===== src/rtl/definitions_pkg.sv =====
// Shared types and constants for the fetch front end: word types, text segment
// bounds, fetch fault causes and the fetch buffer entry layout.
package definitions_pkg;

  localparam int XLEN = 32;

  typedef logic [XLEN-1:0] word_ut;
  typedef logic [31:0]     word_32ut;

  localparam word_ut TEXT_ORG = 32'h0000_1000;
  localparam word_ut TEXT_END = 32'h0000_1100;

  localparam int FETCH_FIFO_DEPTH = 2;

  typedef enum logic [1:0] {
    FF_NONE       = 2'd0,
    FF_MISALIGNED = 2'd1,
    FF_RANGE      = 2'd2
  } fetch_fault_e;

  typedef enum logic {
    FETCH_RUN   = 1'b0,
    FETCH_FAULT = 1'b1
  } fetch_state_e;

  typedef struct packed {
    word_ut   pc;
    word_32ut instr;
  } fetch_entry_t;

  // Fetchable iff word aligned and inside [TEXT_ORG, TEXT_END-4].
  function automatic logic pc_in_range(input word_ut pc);
    return (pc >= TEXT_ORG) && (pc <= (TEXT_END - word_ut'(4))) && (pc[1:0] == 2'b00);
  endfunction

endpackage


===== src/rtl/fetch_fifo.sv =====
// Small fetch-to-decode buffer; head entry is presented combinationally so an
// entry written on one edge is visible from the following cycle.
module fetch_fifo
  import definitions_pkg::*;
#(
  parameter int DEPTH = FETCH_FIFO_DEPTH
) (
  input  logic         clk,
  input  logic         rst,
  input  logic         push,
  input  fetch_entry_t din,
  input  logic         pop,
  input  logic         flush,
  output fetch_entry_t dout,
  output logic         full,
  output logic         empty
);

  localparam int AW = $clog2(DEPTH);

  logic [AW:0]  wr_ptr_reg;
  logic [AW:0]  rd_ptr_reg;
  fetch_entry_t mem [DEPTH];
  logic         do_push;
  logic         do_pop;

  // Extra MSB separates full from empty when the index bits match.
  assign empty   = (wr_ptr_reg == rd_ptr_reg);
  assign full    = (wr_ptr_reg[AW] != rd_ptr_reg[AW]) &&
                   (wr_ptr_reg[AW-1:0] == rd_ptr_reg[AW-1:0]);
  assign do_pop  = pop && !empty;
  assign do_push = push && (!full || do_pop);

  always_ff @(posedge clk or posedge rst) begin
    if (rst) begin
      wr_ptr_reg <= '0;
      rd_ptr_reg <= '0;
    end else if (flush) begin
      wr_ptr_reg <= '0;
      rd_ptr_reg <= '0;
    end else begin
      if (do_push) wr_ptr_reg <= wr_ptr_reg + (AW+1)'(1);
      if (do_pop)  rd_ptr_reg <= rd_ptr_reg + (AW+1)'(1);
    end
  end

  always_ff @(posedge clk) begin
    if (do_push && !flush) mem[wr_ptr_reg[AW-1:0]] <= din;
  end

  assign dout = mem[rd_ptr_reg[AW-1:0]];

endmodule


===== src/rtl/fetch_unit.sv =====
// Instruction fetch: PC register, RUN/FAULT control and a fetch buffer toward
// decode. Redirects flush the buffer and override any fault.
module fetch_unit
  import definitions_pkg::*;
#(
  parameter int FIFO_DEPTH = FETCH_FIFO_DEPTH
) (
  input  logic         clk_i,
  input  logic         rst_i,
  output word_ut       instr_a_o,
  input  word_32ut     instr_i,
  input  logic         redirect_i,
  input  word_ut       redirect_pc_i,
  output logic         dec_valid_o,
  input  logic         dec_ready_i,
  output word_32ut     dec_instr_o,
  output word_ut       dec_pc_o,
  output logic         fault_o,
  output fetch_fault_e fault_cause_o
);

  fetch_state_e state_reg, state_next;
  fetch_fault_e cause_reg, cause_next;
  word_ut       pc_reg, pc_next;

  logic         in_range;
  logic         fifo_full;
  logic         fifo_empty;
  logic         pop;
  logic         fetch;
  fetch_entry_t push_entry;
  fetch_entry_t head_entry;

  assign in_range = pc_in_range(pc_reg);

  always_ff @(posedge clk_i or posedge rst_i) begin
    if (rst_i) begin
      state_reg <= FETCH_RUN;
      cause_reg <= FF_NONE;
      pc_reg    <= TEXT_ORG;
    end else begin
      state_reg <= state_next;
      cause_reg <= cause_next;
      pc_reg    <= pc_next;
    end
  end

  always_comb begin
    state_next = state_reg;
    cause_next = cause_reg;
    pc_next    = pc_reg;
    if (redirect_i) begin
      pc_next = redirect_pc_i;
      if (redirect_pc_i[1:0] != 2'b00) begin
        state_next = FETCH_FAULT;
        cause_next = FF_MISALIGNED;
      end else begin
        state_next = FETCH_RUN;
        cause_next = FF_NONE;
      end
    end else if (state_reg == FETCH_RUN) begin
      if (!in_range) begin
        state_next = FETCH_FAULT;
        cause_next = FF_RANGE;
      end else if (fetch) begin
        pc_next = pc_reg + word_ut'(4);
      end
    end
  end

  always_comb begin
    instr_a_o      = pc_reg;
    dec_valid_o    = !fifo_empty;
    pop            = dec_ready_i && !fifo_empty;
    fetch          = (state_reg == FETCH_RUN) && !redirect_i && in_range &&
                     (!fifo_full || pop);
    fault_o        = (state_reg == FETCH_FAULT);
    fault_cause_o  = cause_reg;
    push_entry     = '{pc: pc_reg, instr: instr_i};
    dec_instr_o    = head_entry.instr;
    dec_pc_o       = head_entry.pc;
  end

  fetch_fifo #(
    .DEPTH (FIFO_DEPTH)
  ) u_fifo (
    .clk   (clk_i),
    .rst   (rst_i),
    .push  (fetch),
    .din   (push_entry),
    .pop   (pop),
    .flush (redirect_i),
    .dout  (head_entry),
    .full  (fifo_full),
    .empty (fifo_empty)
  );

endmodule


===== config.mk =====
export PLATFORM = sky130hd
export DESIGN_NAME = fetch_unit
export DESIGN_NICKNAME = d
export VERILOG_FILES = /design/src/rtl/definitions_pkg.sv /design/src/rtl/fetch_fifo.sv /design/src/rtl/fetch_unit.sv
export SDC_FILE = /design/constraint.sdc
export NUM_CORES = 1
export LEC_CHECK = 0
export ABC_AREA = 1
export BUFFER_PORTS_ARGS = -buffer_cell sky130_fd_sc_hd__buf_2
export CORE_ASPECT_RATIO = 0.9
export CORE_MARGIN = 4
export CORE_UTILIZATION = 50
export CTS_CLUSTER_DIAMETER = 40
export DETAILED_ROUTE_END_ITERATION = 10
export PLACE_DENSITY = 0.76
export SYNTH_ARGS = -nofsm -noshare
export SYNTH_HDL_FRONTEND = slang
export SYNTH_SLANG_ARGS = --single-unit

===== constraint.sdc =====
create_clock -name clk_i -period 5.7 [get_ports clk_i]
set_input_delay 1.14 -clock clk_i [delete_from_list [all_inputs] [get_ports clk_i]]
set_output_delay 1.14 -clock clk_i [all_outputs]
set_load 0.05 [all_outputs]

**Yosys cells after proc, flatten, opt, wreduce, memory -nomap -nowiden**

Memory sizes are Yosys's and may differ from the RTL's.
Index checks and enable logic that the tools add are counted.

- Register bits after elaboration: 39
- Bits in latches: 0
- Bits in writable memories: 128
- Memory bits (read-only): 0
- Bits of input ports: 68
- Output and inout bits: 100
- Word-level logic and storage cells: 58
- Memories kept: 1

- $add $sub $neg: 3
- $mul: 0
- Divide/modulo/power cells: 0
- Order comparisons: 2
- Eq/ne operators: 5
- Shift-type cells: 0
- Muxes and demuxes: 18
- Bitwise logic cells: 1
- Reductions and logical operators: 23

Memories:

| name | depth | width | rd ports | clocked after memory_dff | wr ports | RTL line | source |
|---|---|---|---|---|---|---|---|
| u_fifo.mem | 2 | 64 | 1 | 0 | 1 | fetch_fifo.sv:23 | `fetch_entry_t mem [DEPTH];` |

Operators by type and width:

| kind | count |
|---|---|
| two-way mux 32 bit | 4 |
| adder 32 x 3 -> 32 bit (second input constant) | 1 |
| greater-or-equal comparator 32 x 13 -> 1 bit (second input constant) | 1 |
| <= comparator 32 x 13 -> 1 bit (second input constant) | 1 |
| two-way mux 2 bit | 7 |
| logical AND 1 bit | 10 |
| nonzero test 2 bit | 5 |
| two-way mux 1 bit | 7 |
| adder 2 x 1 -> 2 bit (second input constant) | 2 |
| inequality test 2 bit (second input constant) | 2 |
| logical NOT 1 bit | 3 |
| AND reduction 3 bit | 1 |
| equality test 2 bit | 1 |
| logical NOT 2 bit | 1 |
| logical OR 1 bit | 2 |
| AND reduction 2 bit | 1 |
| equality test 1 bit | 1 |
| inequality test 1 bit | 1 |
| NOT 1 bit | 1 |

**Logic depth before layout (Yosys ltp)**

Gate-level depths: netlist of the first run.

- Word-level depth: 9
- Mapped depth: 10
- Gate-level depth less buffers: 10

**Hierarchy**

A second synthesis of the first run with hierarchy kept.

- Cells, all modules: 608
- Area, all modules: 6663.9 um^2

Modules (own cells, without submodules):

| module | instances | cells an instance | area an instance (um^2) | seq. area each (um^2) |
|---|---|---|---|---|
| fetch_fifo | 1 | 374 | 4918.5 | 3943.8 |
| fetch_unit | 1 | 234 | 1745.4 | 877.1 |

**Worst setup path before layout of the first run**

No wires, ideal clock.

- Path kind: input -> register
- Start point: input port redirect_i
- End point: memory u_fifo.mem[0][0] in the netlist's numbering (enable)
- Library setup time: 0.486 ns
- Arrival time: 4.434 ns
- Required time: 5.214 ns
- Path slack: 0.780 ns
- Cell stages on the path: 5
- Buffers on the path: 2
- Cells stage by stage: clkbuf_1 -> inv_2 -> buf_2 -> nand4_1 -> nor2_1

- Longest elaborated chain between the ends: 8

Ends and longest elaborated chain:

| item | RTL line | source |
|---|---|---|
| start: declaration | fetch_unit.sv:12 | `input logic redirect_i,` |
| logical NOT 1 bit (*) | fetch_fifo.sv:48, fetch_unit.sv:75 |  |
| logical AND 1 bit (3 in series) | fetch_unit.sv:75 | `fetch = (state_reg == FETCH_RUN) && !redirect_i && in_range &&` |
| logical AND 1 bit | fetch_fifo.sv:32 | `assign do_push = push && (!full \|\| do_pop);` |
| logical AND 1 bit (*) | fetch_fifo.sv:48 | `if (do_push && !flush) mem[wr_ptr_reg[AW-1:0]] <= din;` |
| two-way mux 1 bit (*) | fetch_fifo.sv:48 |  |
| two-way mux 1 bit (implied by the code) (*) | fetch_fifo.sv:48 |  |
| end: declaration | fetch_fifo.sv:23 |  |

Mark *: on every way between the ends. The rest lies on a longest branch, timed or not.

**Final worst setup path of the first run**

- Start point: register u_fifo.rd_ptr_reg[0]
- End point: output port dec_instr_o[7]

- Longest elaborated chain between the ends: 1

Ends and longest elaborated chain:

| item | RTL line | source |
|---|---|---|
| start: declaration | fetch_fifo.sv:22 | `logic [AW:0] rd_ptr_reg;` |
| start signal: assignment | fetch_fifo.sv:43 | `if (do_pop) rd_ptr_reg <= rd_ptr_reg + (AW+1)'(1);` |
| memory read (2 x 64 bit) | -- |  |
| end: declaration | fetch_unit.sv:16 | `output word_32ut dec_instr_o,` |

Every way passes these cells.

==> impl_metrics.ini, run 1 <==
[grt]
overflow = 0
grt_pass1_wl_mm = 23.8
grt_pass1_vias = 4717
antenna_found_initial = 0
grt_use_total_pct = 20.2
grt_max_degree = 68

[power_and_ir_drop]
ir_drop_mv = 0.202
total_leakage_power_nw = 3.71
p_int_mw = 2.13
clock_power_share_pct = 34.0
p_comb_share_pct = 21.5
seqPwrFrac_pct = 44.5
p_sw_mw = 1.02
p_sw_share_pct = 32.5
power.density_nw_per_um2 = 379

[clocking]
hold_buffers = 0
clk_latency_ns = 0.42
postCtsSetupBuffers = 0
cts_resized = 0
numCtsBuffers = 17
cts_sinks = 167
clockBufferDepth = 2
clock-root-buffer = clkbuf_16
cts_tree = yes
clk_pin_slew_ns = 0.06
htree_levels = 4

[route]
first_pass_iters = 5
drc_errors = 0
routed_via_density = 4.98
drt_wl_total_mm = 15.3
drt_iter0_markers = 456
wl_per_cell_um = 16.0
vias = 4775
ant_nets = 0

[setup_path]
crit_path_cell_trace = inv_2, nand2_1, nand2_1, buf_2
path_max_fanout = 64
arrival_ns = 2.15
cp-start-kind = flop
cp.required_ns = 4.56
crit_path_frequent_cell = nand2_1
critPathMaxStageDelay_ns = 0.76
critPathKind = reg -> out
cp_slowest_cell = inv_2
rr_worst_depth = 6
end_kind = primary output

[timing]
rsz0062_at_grt = false
fin_crit_ns = 3.29
tns_ns = 0
worstMarginPinSlew_ns = 1.08
final_hold_viol_count = 0
setup_viol = 0
period_share_pct = 57.7
timing.fmax_mhz = 304
maxSlewHeadroom_pct = 27.8
clock-skew-final_ns = 0.00530
maxSlewViolCount = 0

[synthesis]
synthArstFlopShare_pct = 23.4
yosysTopAreaCell = edfxtp_1
synthesis.area_um2 = 6780
synth_ff_type = edfxtp_1
synth_seq_area_share_pct = 71.1
synthCells = 610
synth_top_area_share_pct = 56.7
ys_ff_latch = 167
synth.most_common_cell = nand2_1
synth_area_leaders = edfxtp_1 (57%), nand2_1 (15%), dfrtp_1 (14%)
synth_nets = 680
synth_common_cells = nand2_1 (274), edfxtp_1 (128), nor2_1 (55)
yosysWarnings = 0
syn_avg_cell_area_um2 = 11.1
synth-edff-count = 128
ys_types = 27

[floorplan]
placementRows = 40
initial_utilization_pct = 50.9
die_h_um = 118
coreArea_um2 = 13300
die_w_um = 131
io_pins = 168
dieArea_um2 = 15500

[placed_design]
hpwl_mm = 10.2
post_dp_cell_area_um2 = 7770
place.gp.congestion = 0.836
placement.io_buffers = 167

[hold_path]
whs_path_depth = 2
hold_class = reg -> reg

[status]
status = finished clean

[cells_and_area]
nNetsFinal = 847
drive_gt1_share_pct = 30.4
synthToLayoutAreaGrowth_pct = 22.7
largest_reg_flops = 128
stdcell_area_um2 = 8320
antenna_cells = 0
fillers = 1043

[job]
maxCapViolCount = 0
==> power by group through the flow <==
stage               Sequential [mW]  Combinational [mW]  Clock (mW)
floorplan                      1.49               0.429           0
global placement               1.42               0.674           0
detailed placement             1.43               0.683           0
CTS                            1.40               0.686        1.09
global route                   1.41               0.726        1.14
finish                         1.40               0.678        1.07
==> layout by cell type (no fill, tap or decap) <==
master and n:
dfrtp_1 37, xnor2_1 5, nand4_1 3, bufinv_16 2, buf_4 7, nand2_2 3
ha_1 2, buf_2 167, inv_2 6, clkinv_1 4, clkbuf_16 17, a21oi_1 4
nor3_1 2, nand2_1 274, nand3_2 20, inv_1 15, dfstp_2 1, edfxtp_1 128
o21ai_0 6, nor2_2 5, nor2_1 53, clkinv_2 4, o21bai_1 1, nand2_4 1
o21ai_1 2, dfrtp_2 1, clkinvlp_4 2, nand3_1 8, nor2_4 3, xor2_1 3
clkbuf_1 3, nand3_4 1
==> metrics by stage <==
| stage | power [mW] | cells | worst slack, ns | hold WS, ns | utilization (%) |
|---|---|---|---|---|---|
| after floorplan | 1.92 | 610 | 0.780 | 0.525 | - |
| after global placement | 2.10 | 926 | 2.50 | 0.483 | 58.4 |
| after detailed placement | 2.11 | 926 | 2.43 | 0.490 | 58.4 |
| after CTS | 3.18 | 958 | 2.36 | 0.511 | 62.5 |
| after global routing | 3.28 | 958 | 2.23 | 0.545 | 62.5 |
| final | 3.15 | 958 | 2.41 | 0.506 | 62.5 |
==> path summary, 6_finish.rpt <==
kind | start | to | slack (ns)
worst max-delay path | u_fifo.rd_ptr_reg[0]$_DFFE_PP0P_ | dec_instr_o[7] | 2.41
worst min-delay path | fault_cause_o[0]$_DFFE_PP0P_ | fault_cause_o[0]$_DFFE_PP0P_ | 0.51
worst max register to register | u_fifo.rd_ptr_reg[0]$_DFFE_PP0P_ | u_fifo.mem[1][49]$_DFFE_PP_ | 2.83
worst min register to register | fault_cause_o[0]$_DFFE_PP0P_ | fault_cause_o[0]$_DFFE_PP0P_ | 0.51
max in group asynchronous | rst_i | u_fifo.rd_ptr_reg[0]$_DFFE_PP0P_ | 4.49
min in group asynchronous | rst_i | fault_cause_o[1]$_DFFE_PP0P_ | 0.83
==> critical path, delay by kind of cell (launching register included) <==
family | cells | cell delay [ns]
buf+inv | 2 | 1.03
flops | 1 | 0.40
simple gates | 2 | 0.27
==> final cells by class <==
| type | instances | area (um^2) | share of cell area [%] |
|---|---|---|---|
| clock buffers | 20 | 437 | 5.25 |
| clock inverters | 12 | 110 | 1.32 |
| inverters | 21 | 78.8 | 0.948 |
| multi-input cells | 396 | 1770 | 21.3 |
| flip-flops and latches | 167 | 4820 | 58.0 |
| well taps | 168 | 210 | 2.53 |
| repair buffers | 174 | 888 | 10.7 |
==> routing by layer <==
layer | wire (um) | share of wire [%] | track usage (%)
met3 | 1040 | 6.8 | 6.37
met5 | 0 | 0 | 0
met1 | 6490 | 42 | 26.3
met4 | 282 | 1.8 | 6.94
met2 | 7500 | 49 | 32.0
==> cell families (layout without fill, tap and decap cells) <==
| logic type | Yosys count | count (layout) | share of synthesized area, % |
|---|---|---|---|
| buffers and inverters | 47 | 227 | 2.95 |
| xor gates and xnor gates | 8 | 8 | 1.03 |
| AOI/OAI and AO/OA | 13 | 13 | 0.997 |
| adders and majority gates | 2 | 2 | 0.369 |
| DFF | 167 | 167 | 71.1 |
| and+or+nand+nor | 373 | 373 | 23.5 |
Note: power is estimated with default switching activity, not from simulation.
==> inputs of run 2 (changes only) <==
--- a/config.mk
+++ b/config.mk
@@ -9,7 +9,7 @@
 export BUFFER_PORTS_ARGS = -buffer_cell sky130_fd_sc_hd__buf_2
 export CORE_ASPECT_RATIO = 0.9
 export CORE_MARGIN = 4
-export CORE_UTILIZATION = 50
+export CORE_UTILIZATION = 48
 export CTS_CLUSTER_DIAMETER = 40
 export DETAILED_ROUTE_END_ITERATION = 10
 export PLACE_DENSITY = 0.76
==> constraint.sdc (replaced) <==
create_clock -name clk_i -period 2.69 [get_ports clk_i]
set_input_delay 0.538 -clock clk_i [delete_from_list [all_inputs] [get_ports clk_i]]
set_output_delay 0.538 -clock clk_i [all_outputs]
set_load 0.05 [all_outputs]
==> impl_metrics.ini, run 2 (synthesis gave the netlist of run 1 again) <==
[setup_path]
cp.required_ns = 2.15
cp-start-kind = flop
rr_worst_depth = 9
end_kind = primary output
path_max_fanout = 34
critPathMaxStageDelay_ns = 0.50
crit_path_start = u_fifo.rd_ptr_reg[0]$_DFFE_PP0P_
reg2reg_from = instr_a_o[12]$_DFFE_PP1P_
crit_path_frequent_cell = nand2_1
cp_slowest_cell = dfrtp_2
r2r-end = u_fifo.mem[1][16]$_DFFE_PP_
critPathKind = reg -> out
r2r_slack_ns = 0.44
crit_end = dec_pc_o[27]
arrival_ns = 1.86
crit_path_cell_trace = inv_2, buf_4, nand2_1, nand2_1, buf_2

[route]
routed_via_density = 4.82
ant_nets = 0
drt_iter0_markers = 322
vias = 4751
drt_wl_total_mm = 15.3
wl_per_cell_um = 15.5
first_pass_iters = 4
drc_errors = 0

[grt]
grt_pass1_vias = 4919
grt_use_total_pct = 19.7
antenna_found_initial = 0
grt_pass1_wl_mm = 24.6
overflow = 0
grt_max_degree = 58

[timing]
worstMarginPinSlew_ns = 0.871
timing.fmax_mhz = 416
setup_viol = 0
maxSlewViolCount = 0
fin_crit_ns = 2.40
period_share_pct = 89.3
maxSlewHeadroom_pct = 41.6
tns_ns = 0
final_hold_viol_count = 0
clock-skew-final_ns = 0.00593
rsz0062_at_grt = false

[cells_and_area]
nNetsFinal = 853
largest_reg_flops = 128
layout_common_cells = nand2_1 (274), buf_2 (167), edfxtp_1 (128), nor2_1 (53), dfrtp_1 (37)
antenna_cells = 0
drive_gt1_share_pct = 30.8
synthToLayoutAreaGrowth_pct = 24.1
final_core_util_pct = 62.0
fillers = 1108
stdcell_area_um2 = 8410
post_layout_nonfiller_instances = 985
layout_commonest_cell = nand2_1

[floorplan]
placementRows = 40
die_h_um = 121
dieArea_um2 = 16100
coreArea_um2 = 13600
die_w_um = 133
initial_utilization_pct = 50.0
io_pins = 168

[placed_design]
placement.io_buffers = 167
post_dp_cell_area_um2 = 7890
hpwl_mm = 10.3
place.gp.congestion = 0.801
placed_cells = 953

[clocking]
clk_pin_slew_ns = 0.06
numCtsBuffers = 17
clock-root-buffer = clkbuf_16
postCtsSetupBuffers = 0
htree_levels = 4
clk_latency_ns = 0.42
hold_buffers = 0
cts_resized = 0
cts_tree = yes
clockBufferDepth = 2
cts_sinks = 167

[status]
status = finished clean

[power_and_ir_drop]
total_leakage_power_nw = 3.73
ir_drop_mv = 0.458
power.density_nw_per_um2 = 778

[job]
maxCapViolCount = 0

[hold_path]
hold_class = in -> async
## run 2: cell types whose count changed in the layout (fill, tap and decap cells not counted), sizes merged
cell	before	now
inv	21	20
clkbuf	20	27
bufinv	2	0
clkinv	8	6
clkinvlp	2	0
buf	174	180
## run 2: critical path, delay by kind of cell (launching register included)
family | cells | cell delay, ns
buffers and inverters | 3 | 0.72
DFF | 1 | 0.50
and+or+nand+nor | 2 | 0.22
## run 2: metrics by stage
stage / hold slack [ns] / worst slack [ns] / power (mW)
finish: 0.187 / 0.289 / 6.55
global route: 0.234 / 0.153 / 6.84
CTS: 0.184 / 0.120 / 6.62
detailed placement: 0.487 / 0.446 / 4.48
global placement: 0.482 / 0.564 / 4.45
floorplan: 0.525 / -0.673 / 4.07
## run 2: worst min path at each step
stage,endpoint,slack [ns],cells past startpoint
global placement,fault_cause_o[0]$_DFFE_PP0P_,0.48,2
floorplan,u_fifo.rd_ptr_reg[1]$_DFFE_PP0P_,0.52,2
detailed placement,fault_cause_o[0]$_DFFE_PP0P_,0.49,2
finish,fault_cause_o[0]$_DFFE_PP0P_,0.19,2
CTS,fault_cause_o[0]$_DFFE_PP0P_,0.18,2
global route,instr_a_o[14]$_DFFE_PP0P_,0.23,2
## run 2: final cells by class
cell class	count	area (um^2)	area share, %
tap	189	236	2.81
sequential	167	4820	57.3
inverter	21	78.8	0.937
multi-input combinational	396	1770	21.1
timing repair buffer	180	987	11.7
clock inverter	5	23.8	0.283
clock buffer	27	493	5.86
## run 2: power breakdown
part | switching [mW] | total, mW | internal, mW
clock | 0.883 | 2.13 | 1.24
combinational | 1.14 | 1.45 | 0.315
sequential | 0.111 | 2.97 | 2.86
## run 2: metal layers
metal	track usage (%)	up-vias	part of all wire, %
met3	5.03	11	5.4
met1	25.2	2274	44
li1	-	2340	-
met5	0	-	0
met4	6.94	0	1.2
met2	32.8	126	49
==> inputs of run 3 (changes only) <==
--- a/config.mk
+++ b/config.mk
@@ -9,10 +9,9 @@
 export BUFFER_PORTS_ARGS = -buffer_cell sky130_fd_sc_hd__buf_2
 export CORE_ASPECT_RATIO = 0.9
 export CORE_MARGIN = 4
-export CORE_UTILIZATION = 48
+export CORE_UTILIZATION = 29
 export CTS_CLUSTER_DIAMETER = 40
 export DETAILED_ROUTE_END_ITERATION = 10
-export PLACE_DENSITY = 0.76
 export SYNTH_ARGS = -nofsm -noshare
 export SYNTH_HDL_FRONTEND = slang
 export SYNTH_SLANG_ARGS = --single-unit
==> impl_metrics.ini, run 3 (synthesis gave the netlist of run 1 again) <==
[power_and_ir_drop]
power.density_nw_per_um2 = 798
p_comb_share_pct = 22.1
p_int_mw = 4.66
p_sw_mw = 2.33
ir_drop_mv = 0.340
clock_power_share_pct = 35.4
p_sw_share_pct = 33.4
seqPwrFrac_pct = 42.5
power_mw = 7.00
total_leakage_power_nw = 3.83

[cells_and_area]
layout_commonest_cell = nand2_1
final_core_util_pct = 38.5
largest_reg_flops = 128
antenna_cells = 0
synthToLayoutAreaGrowth_pct = 29.4
layout_common_cells = nand2_1 (274), buf_2 (158), edfxtp_1 (128), nor2_1 (53), dfrtp_1 (37)
drive_gt1_share_pct = 31.8
fillers = 2258
nNetsFinal = 853
seq_area_um2 = 4820
multi_input_area_um2 = 1770

[timing]
clock-skew-final_ns = 0.0144
setup_viol = 0
final.setup.worst_slack_ns = 0.225
rsz0062_at_grt = false
timing.fmax_mhz = 406
maxSlewViolCount = 0
whs_ns = 0.280
fin_crit_ns = 2.47
worstMarginPinSlew_ns = 0.841
final_hold_viol_count = 0
period_share_pct = 91.6
maxSlewHeadroom_pct = 43.9

[floorplan]
dieArea_um2 = 25900
die_h_um = 153
io_pins = 168
die_w_um = 169
initial_utilization_pct = 29.8
coreArea_um2 = 22800
placementRows = 52

[route]
routed_via_density = 4.32
wl_per_cell_um = 15.6
vias = 4722
drt_iter0_markers = 310
ant_nets = 0
first_pass_iters = 4
drt_wl_total_mm = 17.0
drc_errors = 0

[clocking]
clk_latency_ns = 0.43
htree_levels = 4
clk_pin_slew_ns = 0.07
hold_buffers = 0
postCtsSetupBuffers = 0
clockBufferDepth = 2
cts_tree = yes
numCtsBuffers = 17
cts_sinks = 167
cts_resized = 0
clock-root-buffer = clkbuf_16

[setup_path]
end_kind = primary output
critPathKind = reg -> out
path_max_fanout = 27
cp-start-kind = flop
arrival_ns = 1.93
cp.required_ns = 2.15

[grt]
grt_max_degree = 58
grt_use_total_pct = 13.1
grt_pass1_wl_mm = 26.3
overflow = 0
antenna_found_initial = 0
grt_pass1_vias = 4570

[status]
status = finished clean

[placed_design]
hpwl_mm = 11.5
pre_cts_ws_ns = 0.536
place.gp.congestion = 0.732
placement.io_buffers = 167

[job]
maxCapViolCount = 0

[hold_path]
hold_class = in -> async
[run 3: layer usage]
| layer | part of all wire, % | vias up | wire length, um | GRT usage (%) |
|---|---|---|---|---|
| met1 | 46 | 2224 | 7830 | 18.2 |
| met2 | 46 | 141 | 7890 | 20.1 |
| met3 | 6.4 | 14 | 1090 | 3.85 |
| li1 | - | 2343 | - | - |
| met5 | 0 | - | 0 | 0 |
| met4 | 1.1 | 0 | 189 | 3.79 |
[run 3: power by group through the flow]
stage | Clock (mW) | Sequential, mW | Combinational [mW]
5_1_grt | 2.68 | 2.99 | 1.65
2_1_floorplan | 0 | 3.16 | 0.910
3_3_place_gp | 0 | 3.03 | 1.56
6_report | 2.48 | 2.97 | 1.55
4_1_cts | 2.56 | 2.97 | 1.57
3_5_place_dp | 0 | 3.03 | 1.57
[run 3: final cells by class]
type | count | area share (%)
Timing Repair Buffer | 180 | 12.8
Sequential cell | 167 | 55.0
Multi-Input combinational cell | 396 | 20.2
Tap cell | 297 | 4.24
Clock inverter | 13 | 1.81
Clock buffer | 19 | 5.05
Inverter | 21 | 0.899
[run 3: worst max-delay path, cell delays in order (launching register included)]
cell     delay (ns)
dfrtp_2        0.50
inv_2          0.34
buf_12         0.23
nand2_1        0.07
nand2_1        0.09
buf_2          0.27
[run 3: per-stage QoR]
stage / cell area (um^2) / TNS, ns / std cells
3_3_place_gp: 8160 / 0 / 1061
6_report: 8770 / 0 / 1093
5_1_grt: 8770 / 0 / 1093
2_1_floorplan: 6780 / -86.16 / 610
3_5_place_dp: 8160 / 0 / 1061
4_1_cts: 8760 / 0 / 1093
[run 3: worst paths after layout]
| path | startpoint | end | slack [ns] | cells after the start |
|---|---|---|---|---|
| worst max-delay path | u_fifo.rd_ptr_reg[0]$_DFFE_PP0P_ | dec_instr_o[12] | 0.22 | 5 |
| worst min-delay path | rst_i | instr_a_o[25]$_DFFE_PP0P_ | 0.28 | 2 |
| worst max register to register | instr_a_o[12]$_DFFE_PP1P_ | u_fifo.mem[0][41]$_DFFE_PP_ | 0.56 | 9 |
| worst min register to register | fault_cause_o[1]$_DFFE_PP0P_ | fault_cause_o[1]$_DFFE_PP0P_ | 0.52 | 2 |
| max in group asynchronous | rst_i | instr_a_o[3]$_DFFE_PP0P_ | 1.79 | 3 |
| min in group clk_i | instr_i[21] | u_fifo.mem[0][21]$_DFFE_PP_ | 0.29 | 1 |
